==> config.mk <==
export PLATFORM = sky130hd
export DESIGN_NAME = pong_countdown_timer
export DESIGN_NICKNAME = d
export VERILOG_FILES = /design/src/rtl/pong_timer_pkg.sv /design/src/rtl/tick_prescaler.sv /design/src/rtl/pong_countdown_timer.sv
export SDC_FILE = /design/constraint.sdc
export NUM_CORES = 1
export LEC_CHECK = 0
export CAP_MARGIN = 25
export CORE_ASPECT_RATIO = 0.6
export CORE_MARGIN = 8
export CORE_UTILIZATION = 50
export CTS_CLUSTER_DIAMETER = 200
export DETAILED_ROUTE_END_ITERATION = 7
export HOLD_SLACK_MARGIN = 0.08
export PLACE_DENSITY = 0.74
export SYNTH_ARGS = -nofsm -noshare
export SYNTH_HDL_FRONTEND = slang
export SYNTH_HIERARCHICAL = 1
export SYNTH_SLANG_ARGS = --single-unit
==> constraint.sdc <==
create_clock -name clk -period 2.53 [get_ports clk]
set_input_delay 0.506 -clock clk [delete_from_list [all_inputs] [get_ports clk]]
set_output_delay 0.506 -clock clk [all_outputs]
set_load 0.03 [all_outputs]
==> src/rtl/pong_timer_pkg.sv <==
// Shared types and helpers for the Pong countdown timer.
package pong_timer_pkg;

    typedef enum logic [1:0] {
        StIdle    = 2'b00,
        StRun     = 2'b01,
        StPause   = 2'b10,
        StExpired = 2'b11
    } timer_state_e;

    // Bits needed to hold values 0..value-1.
    function automatic int unsigned clog2(input int unsigned value);
        int unsigned result;
        int unsigned v;
        result = 0;
        v = (value > 0) ? value - 1 : 0;
        while (v > 0) begin
            result = result + 1;
            v = v >> 1;
        end
        return result;
    endfunction

endpackage

==> src/rtl/tick_prescaler.sv <==
// Divides enabled game ticks by PRESCALE; qtick fires on the enabled tick that wraps to 0.
module tick_prescaler
    import pong_timer_pkg::*;
#(
    parameter int unsigned PRESCALE = 4
) (
    input  logic clk,
    input  logic reset,
    input  logic clr,
    input  logic en,
    output logic qtick
);

    localparam int unsigned CntW = (PRESCALE > 1) ? clog2(PRESCALE) : 1;
    localparam logic [CntW-1:0] Last = CntW'(PRESCALE - 1);

    logic [CntW-1:0] cnt_q, cnt_d;

    always_comb begin
        cnt_d = cnt_q;
        qtick = 1'b0;
        if (clr) begin
            cnt_d = '0;
        end else if (en) begin
            if (cnt_q == Last) begin
                cnt_d = '0;
                qtick = 1'b1;
            end else begin
                cnt_d = cnt_q + 1'b1;
            end
        end
    end

    always_ff @(posedge clk or posedge reset) begin
        if (reset) begin
            cnt_q <= '0;
        end else begin
            cnt_q <= cnt_d;
        end
    end

endmodule

==> src/rtl/pong_countdown_timer.sv <==
// Down-counting game timer with one-shot/periodic modes, pause and expiry pulse.
// Define PONG_TIMER_PRESCALE_EN to divide timer_tick by PRESCALE before counting.
module pong_countdown_timer
    import pong_timer_pkg::*;
#(
    parameter int unsigned WIDTH    = 7,
    parameter int unsigned INIT_VAL = 127,
    parameter int unsigned PRESCALE = 4
) (
    input  logic             clk,
    input  logic             reset,
    input  logic             timer_start,
    input  logic             load_sel,
    input  logic [WIDTH-1:0] timer_load,
    input  logic             periodic,
    input  logic             timer_tick,
    input  logic             timer_pause,
    output logic [WIDTH-1:0] timer_count,
    output logic             timer_running,
    output logic             timer_up,
    output logic             timer_expired
);

    localparam logic [WIDTH-1:0] InitVal = WIDTH'(INIT_VAL);

    if (PRESCALE == 0) begin : g_prescale_check
        $error("PRESCALE must be at least 1");
    end

    timer_state_e     state_q, state_d;
    logic [WIDTH-1:0] count_q, count_d;
    logic [WIDTH-1:0] reload_q, reload_d;
    logic [WIDTH-1:0] start_val;
    logic             periodic_q, periodic_d;
    logic             expired_q, expired_d;
    logic             running_q, up_q;
    logic             tick_en, qtick;

    // Start takes the cycle, so a coincident tick never reaches the counter or prescaler.
    assign tick_en   = timer_tick && (state_q == StRun) && !timer_pause && !timer_start;
    assign start_val = load_sel ? timer_load : InitVal;

`ifdef PONG_TIMER_PRESCALE_EN
    tick_prescaler #(
        .PRESCALE(PRESCALE)
    ) u_prescaler (
        .clk  (clk),
        .reset(reset),
        .clr  (timer_start),
        .en   (tick_en),
        .qtick(qtick)
    );
`else
    assign qtick = tick_en;
`endif

    always_comb begin
        state_d    = state_q;
        count_d    = count_q;
        reload_d   = reload_q;
        periodic_d = periodic_q;
        expired_d  = 1'b0;
        if (timer_start) begin
            count_d    = start_val;
            reload_d   = start_val;
            // A zero reload would expire forever, so it is treated as one-shot.
            periodic_d = periodic && (start_val != '0);
            if (start_val == '0) begin
                state_d   = StExpired;
                expired_d = 1'b1;
            end else begin
                state_d = StRun;
            end
        end else begin
            unique case (state_q)
                StIdle:    state_d = StIdle;
                StRun: begin
                    if (timer_pause) begin
                        state_d = StPause;
                    end else if (qtick) begin
                        if (count_q == WIDTH'(1)) begin
                            expired_d = 1'b1;
                            if (periodic_q) begin
                                count_d = reload_q;
                            end else begin
                                count_d = '0;
                                state_d = StExpired;
                            end
                        end else if (count_q != '0) begin
                            count_d = count_q - 1'b1;
                        end
                    end
                end
                StPause: begin
                    if (!timer_pause) begin
                        state_d = StRun;
                    end
                end
                StExpired: state_d = StExpired;
                default:   state_d = StIdle;
            endcase
        end
    end

    always_ff @(posedge clk or posedge reset) begin
        if (reset) begin
            state_q    <= StIdle;
            count_q    <= InitVal;
            reload_q   <= InitVal;
            periodic_q <= 1'b0;
            expired_q  <= 1'b0;
            running_q  <= 1'b0;
            up_q       <= 1'b0;
        end else begin
            state_q    <= state_d;
            count_q    <= count_d;
            reload_q   <= reload_d;
            periodic_q <= periodic_d;
            expired_q  <= expired_d;
            running_q  <= (state_d == StRun);
            up_q       <= (state_d == StExpired);
        end
    end

    assign timer_count   = count_q;
    assign timer_running = running_q;
    assign timer_up      = up_q;
    assign timer_expired = expired_q;

endmodule

---- Yosys cells after proc, flatten, opt, wreduce, memory -nomap -nowiden ----
Cells that the tools add are included.
storage, ports and cells
  register bits ........................... 20
  bits in latches ......................... 0
  RAM bits ................................ 0
  bits in read-only memories .............. 0
  input port bits ......................... 14
  output and inout port bits .............. 10
  word-level logic and storage cells ...... 51
  memories kept ........................... 0
cells by class
  add/sub/neg operators ................... 1
  multiply operators ...................... 0
  div/mod/pow operators ................... 0
  $lt $le $gt $ge ......................... 0
  equality and inequality tests ........... 7
  shift operators ......................... 0
  multiplexer cells ....................... 22
  bitwise gates (word level) .............. 0
  reductions and logical operators ........ 14
operators by type and width
  kind                                                                count
  7-bit two-way mux                                                   8
  2-bit two-way mux                                                   7
  7-bit nonzero test                                                  2
  2-bit one-hot mux with 4 select lines                               1
  7-bit by 1-bit == test with 1-bit output, second input constant     1
  7-bit zero test                                                     1
  7-bit by 1-bit subtractor with 7-bit output, second input constant  1
  2-bit == test, second input constant                                3
  1-bit two-way mux                                                   6
  2-bit by 1-bit == test with 1-bit output, second input constant     2
  1-bit logical AND                                                   4
  4-bit AND reduction                                                 1
  2-bit nonzero test                                                  2
  3-bit nonzero test                                                  1
  1-bit zero test                                                     2
  2-bit zero test                                                     1
  2-bit != test, second input constant                                1

---- Depth between registers and ports, before layout ----
Gate-level depths: netlist (run 1).
  word-level depth ........................ 9
  depth in mapped cells ................... 8
  gate-level depth less buffers ........... 6

---- Worst setup path before layout (run 1) ----
Ideal clock, no wire load.
  kind .................................... reg2reg
  from .................................... register count_q[1], in the netlist timer_count[1]
  to ...................................... register count_q[4], in the netlist timer_count[4]
  setup time .............................. 73 ps
  arrival ................................. 1908 ps
  data required time ...................... 2457 ps
  path slack .............................. 549 ps
  cell stages (with the launch flop) ...... 9
  buffers on the path ..................... 2
  clock period less this slack ............ 1981 ps
  cell sequence ........................... dfstp_2 inv_1 ha_1 nor2b_1 buf_2 and2_2 buf_6 a211o_1 a21oi_1
on the way
  longest elaborated chain between the ends .. 7
  elaborated cells on any way between the ends .. 11
  those cells by class .................... 1 x add/sub; 1 x eq/ne; 6 x mux; 3 x reduce/logical
RTL lines
  element                                      RTL line                     text
  from (decl)                                  pong_countdown_timer.sv:31   logic [WIDTH-1:0] count_q, count_d;
  from (signal assigned)                       pong_countdown_timer.sv:108  count_q <= InitVal;
  from (signal assigned)                       pong_countdown_timer.sv:116  count_q <= count_d;
  7-bit by 1-bit subtractor with 7-bit output  pong_countdown_timer.sv:90   count_d = count_q - 1'b1;
  7-bit two-way mux                            pong_countdown_timer.sv:89   end else if (count_q != '0) begin
  7-bit two-way mux                            pong_countdown_timer.sv:81   if (count_q == WIDTH'(1)) begin
  7-bit two-way mux                            pong_countdown_timer.sv:80   end else if (qtick) begin
  7-bit two-way mux                            pong_countdown_timer.sv:78   if (timer_pause) begin
  7-bit two-way mux                            pong_countdown_timer.sv:75   unique case (state_q)
  7-bit two-way mux                            pong_countdown_timer.sv:63   if (timer_start) begin
Several ways; a longest one is shown, not always the timed one. The select of a mux whose other input is x is not followed.
A chain may end at the register's enable or synchronous reset.

---- Worst setup path in the final report (run 1) ----
  from .................................... register count_q[2], in the netlist timer_count[2]
  to ...................................... output timer_count[2]
RTL lines
  element    RTL line                    text
  to (decl)  pong_countdown_timer.sv:18  output logic [WIDTH-1:0] timer_count,
No word-level cell between the ends.

==> results of run 1 <==
cell usage in the layout, fill, tap and decap left out, types with 2 or more instances in the layout:
cell / synthesis / final
o22a_1: 2 / 2
dfrtp_1: 6 / 6
o32ai_1: 2 / 2
nand2_1: 8 / 8
ha_1: 3 / 3
nand3_1: 2 / 2
nor2b_1: 2 / 2
a31oi_1: 2 / 2
clkdlybuf4s50_1: 0 / 23
nor3_1: 2 / 2
buf_4: 1 / 3
mux2i_1: 3 / 3
a21oi_1: 8 / 8
a311oi_1: 2 / 2
clkbuf_8: 0 / 4
inv_1: 8 / 8
and3b_1: 2 / 2
o21ai_0: 4 / 4
dfstp_2: 14 / 14
nor2_1: 20 / 20
per-stage QoR:
| step | cells | utilization |
|---|---|---|
| 2_1_floorplan | 120 | - |
| 3_3_place_gp | 171 | 0.654 |
| 3_5_place_dp | 171 | 0.654 |
| 4_1_cts | 175 | 0.679 |
| 5_1_grt | 175 | 0.679 |
| 6_report | 175 | 0.679 |
routing by layer:
layer  global-route usage  vias up
li1                     -      486
met1                0.198      475
met2                0.220       58
met3               0.0664        5
met4               0.0457        0
met5                    0        -
cell families after synthesis:
kind of cell,count (synthesis),synth area share
simple gates,44,0.190
buf+inv,13,0.0531
xor+xnor,2,0.0149
compound gates,34,0.236
mux,3,0.0255
flops,20,0.440
fa+ha+maj,4,0.0404
worst min-delay path by stage:
stage	startpoint	endpoint	slack [ns]	cells after the start
6_report	reload_q[5]	reload_q[5]	0.49	2
4_1_cts	reload_q[1]	reload_q[1]	0.49	2
3_5_place_dp	reload_q[1]	reload_q[1]	0.48	2
5_1_grt	reload_q[1]	reload_q[1]	0.51	2
2_1_floorplan	reload_q[0]	reload_q[0]	0.45	2
3_3_place_gp	reload_q[1]	reload_q[1]	0.48	2
area by class of cell:
class	instances	area share
clock buffer	4	0.0369
inverter	8	0.0202
multi-input combinational	87	0.401
tap	30	0.0252
timing repair buffer	26	0.170
sequential	20	0.348
registers in the layout, indices dropped and copies added (netlist names):
register / cells
periodic_q: 1
reload_q: 7
state_q: 2
timer_count: 7
timer_expired: 1
timer_running: 1
timer_up: 1
power breakdown:
part	total (mW)	switching, mW	internal [mW]
registers	0.398	0.0340	0.364
clock network	0.249	0.110	0.139
logic	0.211	0.116	0.0953
==> results.sh, run 1 <==
export IMPL_die_h_microns=53.6
export IMPL_synth_seq_cells=20
export IMPL_maxCapViolations=0
export IMPL_cp_startpoint="timer_count[2]"
export IMPL_synth_most_common_cell="nor2_1"
export IMPL_clock_sinks=20
export IMPL_clk_latency_ns=0.27
export IMPL_cp_max_fo=7
export IMPL_slew_violations=0
export IMPL_crit_chain="clkdlybuf4s50_1"
export IMPL_antenna_cells=0
export IMPL_cp_data_required_time_ns=2.02
export IMPL_pre_cts_slack_ns=0.412
export IMPL_status="completed"
export IMPL_grt_setup_unrepaired="no"
export IMPL_core_sq_um=2200
export IMPL_reg2reg_to="timer_count[1]"
export IMPL_wl_met2_microns=1170
export IMPL_tightestPinTransition_ns=0.747
export IMPL_io_pins=24
export IMPL_fin_worst_hold_slack_ns=0.490
export IMPL_path_depth=1
export IMPL_netlist_area_leader_share=0.312
export IMPL_dp_hpwl_microns=2230
export IMPL_async_flop_share=1.00
export IMPL_fmax_ghz=0.479
export IMPL_clock_skew_ns=0.00956
export IMPL_grt_use_total=0.151
export IMPL_synth_top_cell_by_area="dfstp_2"
export IMPL_cts_buffers=3
export IMPL_setup_viol=0
export IMPL_place_port_buffers=23
export IMPL_num_rows=13
export IMPL_clkTransAtPathRegs_ns=0.08
export IMPL_netlist_area_sq_um=1180
export IMPL_synth_distinct_cells=46
export IMPL_crit_family="buffers and inverters"
export IMPL_area_growth_pct=26.6
export IMPL_ant_nets=0
export IMPL_worstSetupEndpointType="output pin"
export IMPL_drive_gt1_frac=0.207
export IMPL_grt_pass1_vias=992
export IMPL_yosys_warnings=6
export IMPL_clock_root_buffer="clkbuf_8"
export IMPL_hold_path_class="reg -> reg"
export IMPL_synthTopCellsByCount="nor2_1 (20), dfstp_2 (14), a21oi_1 (8), inv_1 (8), nand2_1 (8)"
export IMPL_max_slew_margin=0.501
export IMPL_power_density_nw_per_um2=576
export IMPL_synth_area_leaders="dfstp_2 (31%), dfrtp_1 (13%), nor2_1 (6.4%)"
export IMPL_ys_seq_area_frac=0.440
export IMPL_critical_path_arrival_ns=1.58
export IMPL_wire_per_inst_microns=16.8
export IMPL_ys_flop_type="dfstp_2"
export IMPL_critPathMaxStageDelay_ns=0.70
export IMPL_drt_met1_wl_microns=1360
export IMPL_leakagePower_nw=0.603
export IMPL_synth_edff_count=0
export IMPL_ctsResizeCount=0
export IMPL_first_pass_iters=4
export IMPL_avgSynthCellArea_sq_um=9.81
export IMPL_num_vias=1024
export IMPL_gp_congestion=0.867
export IMPL_fin_crit_sh=0.825
export IMPL_post_drt_via_cell_ratio=5.85
export IMPL_die_x_microns=78.6
export IMPL_antenna_found_initial=0
export IMPL_dieArea_sq_um=4210
export IMPL_n_fill_cell=182
export IMPL_crit_path_start_kind="register"
export IMPL_r2r_cells=7
export IMPL_postCtsSetupBuffers=0
export IMPL_fin_crit_ns=2.09
export IMPL_ir_drop_v=0.000338
export IMPL_fin_area_sq_um=1490
export IMPL_top_layer="met4"
export IMPL_dr_wl_met3_microns=366
export IMPL_grt_start_max_net_pins=21
export IMPL_cts_tree="built"
export IMPL_synth_nets=137
export IMPL_clock_path_buffers=2
export IMPL_setup_tns_ns=0
export IMPL_grt_pass1_wl_microns=4860
export IMPL_slowest_stage="clkdlybuf4s50_1"
export IMPL_synthCells=120
export IMPL_finalHoldViolations=0
export IMPL_reg2reg_slack_ns=0.61
export IMPL_htreeDepth=1
export IMPL_crit_buf_inv=1
export IMPL_worstSetupPathType="reg -> out"
export IMPL_start_util=0.536
export IMPL_r2r_start="timer_count[1]"
export IMPL_drc=0
export IMPL_nNetsFinal=163
export IMPL_initialDrtViolationCount=159
export IMPL_grt_overflow_total=0
export IMPL_ff_latch_area_sq_um=518
export IMPL_cts_hold_buf=0
export IMPL_final_setup_worst_slack_ns=0.442
export IMPL_placed_cell_area_sq_um=1440
export IMPL_crit_path_end="timer_count[2]"
export IMPL_p_total_uw=859
export IMPL_multi_input_area_sq_um=597
export IMPL_wirelength_microns=2930
Note: power is estimated with default switching activity, not from simulation.
==> inputs of run 2 (changes only) <==
- CORE_UTILIZATION: 50 -> 45
- PLACE_DENSITY: 0.74 -> 0.7
- clock period: 2.53 -> 1.7 ns (I/O delays scaled with it)
==> run 2 against run 1 <==
  * The flow now finishes with violations (setup timing)
  * Wire length increased by 11%
  * Non-clock buffer count grew 15
  * Power rose by 55%
  * Count of clock-buffer cells in the layout is the same
  * Critical path depth up 5
  * Final area is 10% higher
  * Clock power grew 49%
  * Critical path type is now reg -> reg
  * Largest cell class unchanged
==> results.sh, run 2 (same netlist as run 1, synthesis figures left out) <==
export IMPL_crit_path_start_kind="register"
export IMPL_grt_pass1_wl_microns=5260
export IMPL_start_util=0.473
export IMPL_setup_tns_ns=-0.0234
export IMPL_slowest_stage="dfstp_2"
export IMPL_first_pass_iters=4
export IMPL_worstSetupEndpointType="register"
export IMPL_fmax_ghz=0.581
export IMPL_setup_viol=2
export IMPL_post_drt_via_cell_ratio=5.85
export IMPL_num_vias=1124
export IMPL_critical_path_arrival_ns=1.90
export IMPL_core_sq_um=2490
export IMPL_cp_data_required_time_ns=1.87
export IMPL_drive_gt1_frac=0.325
export IMPL_clkTransAtPathRegs_ns=0.08
export IMPL_clock_root_buffer="clkbuf_8"
export IMPL_final_cell_mix="nor2_1 (19), buf_4 (17), clkdlybuf4s50_1 (16)"
export IMPL_cts_buffers=3
export IMPL_htreeDepth=1
export IMPL_gp_congestion=0.879
export IMPL_grt_start_max_net_pins=21
export IMPL_cts_tree="built"
export IMPL_fin_crit_sh=1.01
export IMPL_clk_latency_ns=0.26
export IMPL_drc=0
export IMPL_clock_sinks=20
export IMPL_antenna_cells=0
export IMPL_violations="setup timing"
export IMPL_clock_skew_ns=0.00193
export IMPL_dp_hpwl_microns=2420
export IMPL_final_util=0.661
export IMPL_final_setup_worst_slack_ns=-0.0227
export IMPL_worstSetupPathType="reg -> reg"
export IMPL_place_port_buffers=23
export IMPL_finalHoldViolations=0
export IMPL_grt_overflow_total=0
export IMPL_final_common_cell="nor2_1"
export IMPL_io_pins=24
export IMPL_power_density_nw_per_um2=809
export IMPL_area_growth_pct=39.6
export IMPL_hold_path_class="in -> async"
export IMPL_placedCellCount=185
export IMPL_num_rows=14
export IMPL_critPathMaxStageDelay_ns=0.57
export IMPL_placed_cell_area_sq_um=1540
export IMPL_max_slew_margin=0.764
export IMPL_wire_per_inst_microns=16.9
export IMPL_nNetsFinal=178
export IMPL_fin_crit_ns=1.72
export IMPL_die_x_microns=82.0
export IMPL_dieArea_sq_um=4560
export IMPL_grt_pass1_vias=1051
export IMPL_slew_violations=0
export IMPL_stdcell_count=192
export IMPL_maxCapViolations=0
export IMPL_grt_setup_unrepaired="yes"
export IMPL_fin_area_sq_um=1640
export IMPL_antenna_found_initial=0
export IMPL_cp_max_fo=7
export IMPL_grt_use_total=0.146
export IMPL_clock_path_buffers=2
export IMPL_tightestPinTransition_ns=0.351
export IMPL_leakagePower_nw=0.671
export IMPL_status="finished with violations"
export IMPL_ir_drop_v=0.000513
export IMPL_wirelength_microns=3250
export IMPL_die_h_microns=55.6
export IMPL_cts_hold_buf=0
export IMPL_fin_worst_hold_slack_ns=0.400
export IMPL_initialDrtViolationCount=160
export IMPL_ant_nets=0
export IMPL_crit_chain="buf_6, clkinvlp_4, ha_4, a31oi_4, mux2i_1, o221ai_1"
## run 2: final timing paths
kind	from	to	slack, ns	depth (start not counted)
worst min-delay path	reset	state_q[1]	0.40	3
min in group clk	reload_q[3]	reload_q[3]	0.49	2
worst max register to register	timer_count[0]	timer_count[0]	-0.02	6
worst max-delay path	timer_count[0]	timer_count[0]	-0.02	6
max in group asynchronous	reset	reload_q[3]	1.03	3
worst min register to register	reload_q[3]	reload_q[3]	0.49	2
## run 2: cell type report
type                       count  area [sq um]
multi-input combinational     87           636
sequential                    20           518
timing repair buffer          41           362
tap                           32          40.0
fill                         196           843
inverter                       8          33.8
clock buffer                   4          55.1
## run 2: critical path, delay by kind of cell (launching register included)
kind | cells | cell delay, ns
AOI/OAI and AO/OA | 2 | 0.41
muxes | 1 | 0.25
buffers and inverters | 2 | 0.22
adders and majority gates | 1 | 0.20
DFF | 1 | 0.57
## run 2: per-stage QoR
stage	total power [mW]	worst slack [ns]
floorplan	0.791	-0.137
global placement	0.940	-0.158
detailed placement	0.946	-0.238
CTS	1.31	0.00190
global route	1.40	-0.104
finish	1.33	-0.0227
## run 2: metal layers
metal / global-route usage / wire length [microns]
met5: 0 / 0
met4: 0.0224 / 11
met3: 0.0548 / 269
met2: 0.192 / 1390
met1: 0.218 / 1580
## run 2: what timing repair did
action                                  in CTS  in global routing
pin swaps                                    0                  3
endpoints found under the setup margin      15                  7
cloned                                       0                  0
setup buffers                                0                  3
resized for setup                           12                  4
## run 2: power breakdown
group	switching [mW]	internal (mW)	total (mW)	leakage (nW)
Combinational	0.193	0.172	0.365	0.421
Sequential	0.0506	0.542	0.593	0.221
Clock	0.166	0.206	0.372	0.0288
Total	0.410	0.921	1.33	0.671
==> inputs of run 3 (changes only) <==
- CORE_MARGIN: 8 -> not set
- SLEW_MARGIN: not set -> 25
- TNS_END_PERCENT: not set -> 20
==> run 3 against run 2 <==
  * The flow now finishes without violations
  * Hold slack worse by 0.0058 ns
  * Final area up 1.5%
  * Wire length down 0.31%
  * Non-clock buffer count up 3
  * Die area down 38%
  * First-iteration DRC count down 67%
  * Largest cell class unchanged
  * Utilization up 6.2 points
  * Critical path depth down 4
  * Largest power group unchanged
  * Register-to-register slack better by 0.07 ns
  * Clock skew up 0.0026 ns
  * Combinational power up 2%
  * Clock power up 30%
  * Critical path type is now reg -> out
==> results.sh, run 3 (same netlist as run 1, synthesis figures left out) <==
export IMPL_initialDrtViolationCount=53
export IMPL_grt_pass1_vias=1063
export IMPL_cp_max_fo=4
export IMPL_area_growth_pct=41.8
export IMPL_worstSetupPathType="reg -> out"
export IMPL_power_share_sequential=0.409
export IMPL_io_pins=24
export IMPL_antenna_cells=0
export IMPL_num_vias=1056
export IMPL_worstSetupEndpointType="output pin"
export IMPL_postCtsSetupBuffers=0
export IMPL_htreeDepth=1
export IMPL_dp_hpwl_microns=2480
export IMPL_clock_sinks=20
export IMPL_maxCapViolations=0
export IMPL_fin_area_sq_um=1670
export IMPL_grt_setup_unrepaired="no"
export IMPL_start_util=0.510
export IMPL_comb_power_share=0.257
export IMPL_p_sw_frac=0.288
export IMPL_power_density_nw_per_um2=868
export IMPL_clock_skew_ns=0.00451
export IMPL_final_cell_mix="buf_4 (20), nor2_1 (19), clkdlybuf4s50_1 (16)"
export IMPL_grt_pass1_wl_microns=5240
export IMPL_cp_data_required_time_ns=1.36
export IMPL_clock_path_buffers=2
export IMPL_grt_use_total=0.259
export IMPL_post_drt_via_cell_ratio=5.47
export IMPL_grt_overflow_total=0
export IMPL_clock_root_buffer="clkbuf_8"
export IMPL_num_rows=13
export IMPL_slew_violations=0
export IMPL_fmax_ghz=0.601
export IMPL_p_total_mw=1.45
export IMPL_critical_path_arrival_ns=1.32
export IMPL_pre_cts_slack_ns=-0.191
export IMPL_first_pass_iters=4
export IMPL_hold_path_class="in -> async"
export IMPL_tightestPinTransition_ns=0.457
export IMPL_final_setup_worst_slack_ns=0.0364
export IMPL_clkTransAtPathRegs_ns=0.08
export IMPL_crit_path_start_kind="register"
export IMPL_fin_crit_ns=1.66
export IMPL_placed_cell_area_sq_um=1580
export IMPL_p_sw_uw=417
export IMPL_ant_nets=0
export IMPL_final_util=0.723
export IMPL_final_common_cell="buf_4"
export IMPL_finalHoldViolations=0
export IMPL_leakagePower_nw=0.697
export IMPL_status="completed"
export IMPL_dieArea_sq_um=2830
export IMPL_ir_drop_v=0.000543
export IMPL_fin_crit_sh=0.979
export IMPL_internal_power_mw=1.03
export IMPL_core_sq_um=2310
export IMPL_max_slew_margin=0.692
export IMPL_p_clk_frac=0.333
export IMPL_setup_viol=0
export IMPL_clk_latency_ns=0.26
export IMPL_drive_gt1_frac=0.337
export IMPL_die_x_microns=68.0
export IMPL_cts_buffers=3
export IMPL_cts_tree="built"
export IMPL_wirelength_microns=3240
export IMPL_place_port_buffers=23
export IMPL_drc=0
export IMPL_wire_per_inst_microns=16.8
export IMPL_gp_congestion=0.893
export IMPL_nNetsFinal=181
export IMPL_die_h_microns=41.6
export IMPL_antenna_found_initial=0
export IMPL_grt_start_max_net_pins=21
run 3: metrics by stage:
step	hold slack (ns)	setup TNS (ns)	instances
detailed placement	0.471	-1.15	189
global route	0.431	0	193
floorplan	0.293	-0.330	120
CTS	0.403	0	193
global placement	0.471	-0.812	189
finish	0.394	0	193
run 3: area by class of cell:
class                   instances  area [sq um]
fillers                       170           641
repair buffers                 44           383
clock inverters                 1          30.0
flip-flops and latches         20           518
multi-input cells              87           629
clock buffers                   3          41.3
inverters                       8          30.0
well taps                      30          37.5
run 3: path summary, 6_finish.rpt:
path | to | startpoint | cells past startpoint | slack (ns)
worst max-delay path | timer_count[1] | timer_count[1] | 2 | 0.04
worst min-delay path | state_q[0] | reset | 3 | 0.39
worst max register to register | timer_up | timer_count[1] | 7 | 0.05
worst min register to register | reload_q[1] | reload_q[1] | 2 | 0.48
max in group asynchronous | reload_q[4] | reset | 3 | 1.03
min in group clk | reload_q[1] | reload_q[1] | 2 | 0.48
run 3: what timing repair did:
action / in CTS / in global routing
gates resized for setup: 8 / 6
endpoints found under the setup margin: 10 / 8
pin swaps: 0 / 3
hold buffers: 0 / 0
run 3: per-layer routing:
metal  GRT usage  routed length [microns]  vias up
met5           0                        0        -
li1            -                        -      520
met1       0.379                     1560      498
met4      0.0292                        8        0
met3      0.0934                      226        2
met2       0.373                     1440       36
run 3: worst max-delay path, stage by stage, from the launching register on:
cell	delay, ns
dfstp_2	0.54
buf_4	0.12
dlygate4sd2_1	0.39
run 3: power groups by stage:
stage / Clock, mW / Sequential (mW) / Combinational [mW]
floorplan: 0 / 0.636 / 0.155
global placement: 0 / 0.595 / 0.363
finish: 0.483 / 0.593 / 0.372
detailed placement: 0 / 0.599 / 0.372
global route: 0.518 / 0.600 / 0.401
CTS: 0.493 / 0.591 / 0.364
